$ cat src/rtl/inv_mod_4057_if.sv
// Operand/result handshake bundle for the GF(4057) inverter.
// dout_err exists only when INV_MOD_ZERO_ERR_EN is defined.
interface inv_mod_4057_if;
    logic        din_valid;
    logic        din_ready;
    logic [11:0] din_a;
    logic        dout_valid;
    logic        dout_ready;
    logic [11:0] dout_r;
`ifdef INV_MOD_ZERO_ERR_EN
    logic        dout_err;
`endif

    modport master (
        output din_valid, din_a, dout_ready,
        input  din_ready, dout_valid, dout_r
`ifdef INV_MOD_ZERO_ERR_EN
        , input dout_err
`endif
    );

    modport slave (
        input  din_valid, din_a, dout_ready,
        output din_ready, dout_valid, dout_r
`ifdef INV_MOD_ZERO_ERR_EN
        , output dout_err
`endif
    );
endinterface

$ cat src/rtl/inv_mod_4057.sv
// Modular inverse over GF(Q) via square-and-multiply of din_a^(Q-2); optional INV_MOD_ZERO_ERR_EN adds dout_err.
// Latency: dout_valid rises on the 25th edge after accept, independent of the operand.
// Backpressure: one op in flight; result held in DONE until dout_ready, din_ready low meanwhile.
module inv_mod_4057 #(
    parameter int Q     = 4057,
    parameter int EXP   = 4055,
    parameter int EXP_W = 12,
    parameter int MU    = 4135
) (
    input  logic clk,
    input  logic rst,
    inv_mod_4057_if.slave io
);
    typedef enum logic [1:0] {IDLE, SQR, MUL, DONE} state_t;

    localparam int               CNT_W    = $clog2(EXP_W);
    localparam logic [CNT_W-1:0] CNT_TOP  = CNT_W'(EXP_W - 1);
    localparam logic [EXP_W-1:0] EXP_BITS = EXP_W'(EXP);

    state_t           state;
    state_t           state_nxt;
    logic [CNT_W-1:0] cnt;
    logic [11:0]      acc;
    logic [11:0]      base;
    logic             dout_vld_q;
    logic [11:0]      dout_r_q;

    logic [11:0]      mul_b;
    logic [23:0]      prod;
    logic [11:0]      prod_red;
    logic [11:0]      din_red;

    // Barrett: q_est = floor(x*MU / 2^24) undershoots the true quotient by at most 2.
    function automatic logic [11:0] barrett(input logic [23:0] x);
        logic [36:0] t;
        logic [23:0] q_est;
        logic [23:0] r;
        t     = {13'd0, x} * 37'(MU);
        q_est = 24'(t[36:24]);
        r     = x - q_est * 24'(Q);
        if (r >= 24'(Q)) r = r - 24'(Q);
        if (r >= 24'(Q)) r = r - 24'(Q);
        return r[11:0];
    endfunction

    // One shared multiplier: squaring in SQR, multiply-by-base in MUL.
    always_comb begin
        mul_b    = (state == SQR) ? acc : base;
        prod     = {12'd0, acc} * {12'd0, mul_b};
        prod_red = barrett(prod);
        din_red  = (io.din_a >= 12'(Q)) ? io.din_a - 12'(Q) : io.din_a;
    end

    always_ff @(posedge clk) begin
        if (rst) state <= IDLE;
        else     state <= state_nxt;
    end

    always_comb begin
        state_nxt = state;
        case (state)
            IDLE: if (io.din_valid) state_nxt = SQR;
            SQR:  state_nxt = MUL;
            MUL:  state_nxt = (cnt == '0) ? DONE : SQR;
            DONE: if (dout_vld_q && io.dout_ready) state_nxt = IDLE;
            default: state_nxt = IDLE;
        endcase
    end

    always_ff @(posedge clk) begin
        if (rst) begin
            cnt        <= CNT_TOP;
            acc        <= 12'd1;
            base       <= 12'd0;
            dout_vld_q <= 1'b0;
            dout_r_q   <= 12'd0;
        end else begin
            case (state)
                IDLE: begin
                    if (io.din_valid) begin
                        base <= din_red;
                        acc  <= 12'd1;
                        cnt  <= CNT_TOP;
                    end
                end
                SQR: acc <= prod_red;
                MUL: begin
                    // Slot is always spent, even for zero exponent bits, to keep timing constant.
                    if (EXP_BITS[cnt]) acc <= prod_red;
                    if (cnt != '0) cnt <= cnt - CNT_W'(1);
                end
                DONE: begin
                    if (!dout_vld_q) begin
                        dout_vld_q <= 1'b1;
                        dout_r_q   <= acc;
                    end else if (io.dout_ready) begin
                        dout_vld_q <= 1'b0;
                    end
                end
                default: ;
            endcase
        end
    end

    assign io.din_ready  = (state == IDLE);
    assign io.dout_valid = dout_vld_q;
    assign io.dout_r     = dout_r_q;
`ifdef INV_MOD_ZERO_ERR_EN
    // base is captured at accept and stays put until the next accept.
    assign io.dout_err   = dout_vld_q && (base == 12'd0);
`endif
endmodule

$ cat src/flat_wrapper.sv
// flat-port wrapper written by rule: the top's interface ports become plain ports
module inv_mod_4057_flat 
#(
    parameter int Q     = 4057,
    parameter int EXP   = 4055,
    parameter int EXP_W = 12,
    parameter int MU    = 4135
)
  (clk, rst, io_din_valid, io_din_a, io_dout_ready, io_din_ready, io_dout_valid, io_dout_r);
  inv_mod_4057_if io_i ();
  input  logic clk;
  input  logic rst;
  input wire logic [$bits(io_i.din_valid)-1:0] io_din_valid;
  input wire logic [$bits(io_i.din_a)-1:0] io_din_a;
  input wire logic [$bits(io_i.dout_ready)-1:0] io_dout_ready;
  output wire logic [$bits(io_i.din_ready)-1:0] io_din_ready;
  output wire logic [$bits(io_i.dout_valid)-1:0] io_dout_valid;
  output wire logic [$bits(io_i.dout_r)-1:0] io_dout_r;
  assign io_i.din_valid = io_din_valid;
  assign io_i.din_a = io_din_a;
  assign io_i.dout_ready = io_dout_ready;
  assign io_din_ready = io_i.din_ready;
  assign io_dout_valid = io_i.dout_valid;
  assign io_dout_r = io_i.dout_r;
  inv_mod_4057 #(.Q(Q), .EXP(EXP), .EXP_W(EXP_W), .MU(MU)) u_core (.clk(clk), .rst(rst), .io(io_i));
endmodule
$ cat config.mk
export PLATFORM = sky130hd
export DESIGN_NAME = inv_mod_4057_flat
export DESIGN_NICKNAME = d
export VERILOG_FILES = /design/src/rtl/inv_mod_4057_if.sv /design/src/rtl/inv_mod_4057.sv /design/src/flat_wrapper.sv
export SDC_FILE = /design/constraint.sdc
export NUM_CORES = 1
export LEC_CHECK = 0
export ABC_AREA = 1
export ABC_CLOCK_PERIOD_IN_PS = 14900
export BUFFER_PORTS_ARGS = -buffer_cell sky130_fd_sc_hd__buf_4
export CAP_MARGIN = 30
export CORE_UTILIZATION = 50
export DETAILED_ROUTE_END_ITERATION = 8
export GPL_TIMING_DRIVEN = 1
export PLACE_DENSITY = 0.72
export SYNTH_ARGS = -nofsm -noshare
export SYNTH_HDL_FRONTEND = slang
export SYNTH_SLANG_ARGS = --single-unit
$ cat constraint.sdc
create_clock -name clk -period 14.9 [get_ports clk]
set_clock_uncertainty 0.1 [all_clocks]
set_input_delay 2.98 -clock clk [delete_from_list [all_inputs] [get_ports clk]]
set_output_delay 2.98 -clock clk [all_outputs]
set_load 0.05 [all_outputs]
==> impl_metrics.json <==
{
  "grtUsageTotal_pct": 29.1,
  "synth_top_area_share_pct": 26.1,
  "gp_congestion": 0.981,
  "min_period_over_period_pct": 103,
  "h-tree-depth": 2,
  "grt_pass1_vias": 17670,
  "nFillCells": 2782,
  "fmaxAchievable_ghz": 0.0652,
  "yosys-top-cells-count": "inv_1 (660), nand2_1 (516), ha_1 (270)",
  "synthFlopType": "dfxtp_1",
  "root_buffer": "clkbuf_16",
  "setup-tns-final_ns": -4.78,
  "setup_viol": 12,
  "hold_viol": 0,
  "antenna_cells": 0,
  "hold_class": "flip-flop to flip-flop",
  "hold_depth": 2,
  "grt_pass1_wl_mm": 83.9,
  "slew_headroom_pct": 46.0,
  "tritoncts": "done",
  "cts.path.max_buffers": 2,
  "dieArea_um2": 35500,
  "worstSetupPathType": "flip-flop to flip-flop",
  "avgSynthCellArea_um2": 7.03,
  "synth_most_common_cell": "inv_1",
  "yosys-top-cells-area": "fa_1 (26%), ha_1 (19%), inv_1 (14%)",
  "cts_buffers": 5,
  "crit_path_end_kind": "flip-flop",
  "synth_cell_types": 53,
  "async_flop_share_pct": 0,
  "ys_seq_area_share_pct": 5.07,
  "max_cap_violations": 0,
  "drv_slew": 0,
  "outcome": "finished with violations",
  "grt.overflow.total": 0,
  "clock_latency_ns": 0.28,
  "synth_area_um2": 17400,
  "rows": 67,
  "syn_inst": 2469,
  "port_buffers": 29,
  "synth_largest_area_cell": "fa_1",
  "remaining_drc_errors": 0,
  "rsz0062_at_grt": "yes",
  "clkTransAtPathRegs_ns": 0.06,
  "synth_edf_count": 0,
  "min_period_ns": 15.35,
  "syn_nets": 2981,
  "core_um2": 33900,
  "initial_core_util_pct": 51.3,
  "die_y_um": 188,
  "vias": 16937,
  "worstMarginPinSlew_ns": 0.807,
  "viasPerCell": 5.04,
  "ys_ff_latch": 44,
  "dieWidth_um": 188,
  "drive_gt1_share_pct": 29.6,
  "critPathRequiredTime_ns": 15.02,
  "final_util_pct": 68.4,
  "wirelength_mm": 51.5,
  "antenna_left": 0,
  "syn_to_final_growth_pct": 33.4,
  "crit_slowest_cell": "fa_1",
  "grt_max_degree": 26,
  "grt_antenna_before_repair": 0,
  "max_stage_delay_ns": 0.54,
  "layout_setup_ws_ns": -0.448,
  "crit_top_cell": "fa_1",
  "ios": 30,
  "dr.pass1.iters": 5,
  "rrSetupSlack_ns": -0.45,
  "crit_fanout": 7,
  "arrival_ns": 15.47,
  "violations": "setup timing",
  "reg2reg_depth": 90,
  "clock-sinks": 44,
  "wl_per_cell_um": 15.3,
  "final_nets": 3425,
  "dr.first_iter.drc_count": 760,
  "synth-warning-count": 0,
  "dp_hpwl_mm": 43.6,
  "start_kind": "flip-flop"
}
==> logic make-up after synthesis <==
group	Yosys count	synth area share (%)
and+or+nand+nor	932	23.3
DFF	44	5.07
adders and majority gates	496	45.5
buffers and inverters	713	15.7
xor gates and xnor gates	65	3.43
AOI/OAI and AO/OA	219	7.05
==> worst max-delay path, delay by kind of cell, from the launching register on <==
family	cells	cell delay, ns
adder cells (fa/ha/maj)	20	7.79
AND/OR/NAND/NOR	29	2.58
buffers and inverters	28	2.30
AO/OA/AOI/OAI	10	1.66
XOR/XNOR	3	0.49
flip-flops	1	0.32
==> area by class of cell <==
cell class                      count  area, um^2  area share, %
Clock buffer                        5         125          0.540
Clock inverter                      3        18.8         0.0810
Inverter                          683        2590           11.2
Multi-Input combinational cell   1713       15400           66.4
Sequential cell                    44         883           3.81
Tap cell                          448         561           2.42
Timing Repair Buffer              466        3600           15.5
==> cells in the final DEF (no fill, tap or decap), types with 5 or more instances in the layout <==
master     Yosys  final
a21o_1         6      6
a21oi_1      106     74
a21oi_2        4     25
a21oi_4        0     11
buf_4          2    447
buf_6          5     15
clkbuf_16      0      5
dfxtp_1       44     42
fa_1         226    222
ha_1         270    230
ha_4           0     37
inv_1        660    616
inv_2         17     60
nand2_1      516    460
nand2_2       20     64
nand2_4        5     18
nand3_1      114     87
nand3_2        8     29
nand3_4        1      7
nand3b_1       6      6
nand4_1       33     33
nor2_1       185    134
nor2_2        12     41
nor2_4         1     23
nor3_1        12      9
o211ai_1       5      5
o21ai_0       68     50
o21ai_1        5      7
o21ai_2        1     11
o21ai_4        0      6
or2_2          9      9
xnor2_1       11      7
xor2_1        52     43
xor2_2         1      7
==> worst paths after layout <==
kind / from / to
max: u_core.state[1] / u_core.acc[5]
min: u_core.cnt[3] / u_core.cnt[3]
max reg2reg: u_core.state[1] / u_core.acc[5]
min reg2reg: u_core.cnt[3] / u_core.cnt[3]
==> flip-flops by register name, indices dropped and copies added (netlist names), named ones only <==
| name | flops |
|---|---|
| u_core.acc | 12 |
| u_core.base | 12 |
| u_core.cnt | 4 |
| u_core.io.dout_r | 12 |
| u_core.io.dout_valid | 1 |
| u_core.state | 2 |
==> what timing repair did <==
action	CTS	global route
hold buffers	0	0
pin swaps	99	104
gates cloned	1	0
setup endpoints to repair	12	12
resized for setup	147	177
setup buffers	33	34
==> metal layers <==
layer | part of all wire [%] | routed length (um) | global-route usage (%)
met1 | 43 | 22000 | 36.9
met5 | 0 | 0 | 0
met2 | 51 | 26400 | 53.8
met4 | 2.4 | 1230 | 6.51
met3 | 3.7 | 1920 | 1.92
==> stage by stage <==
step	worst slack [ns]	hold slack (ns)	std cells	cell area, um^2
2_1_floorplan	0.0120	0.358	2469	17800
3_3_place_gp	-0.772	0.379	3288	21200
3_5_place_dp	-1.12	0.397	3289	21200
4_1_cts	-0.330	0.408	3331	22200
5_1_grt	-1.16	0.427	3362	23200
6_report	-0.448	0.408	3362	23200
Power is not shown: default switching activity piles up to over one toggle a cycle in this logic, so the estimate is an artifact.
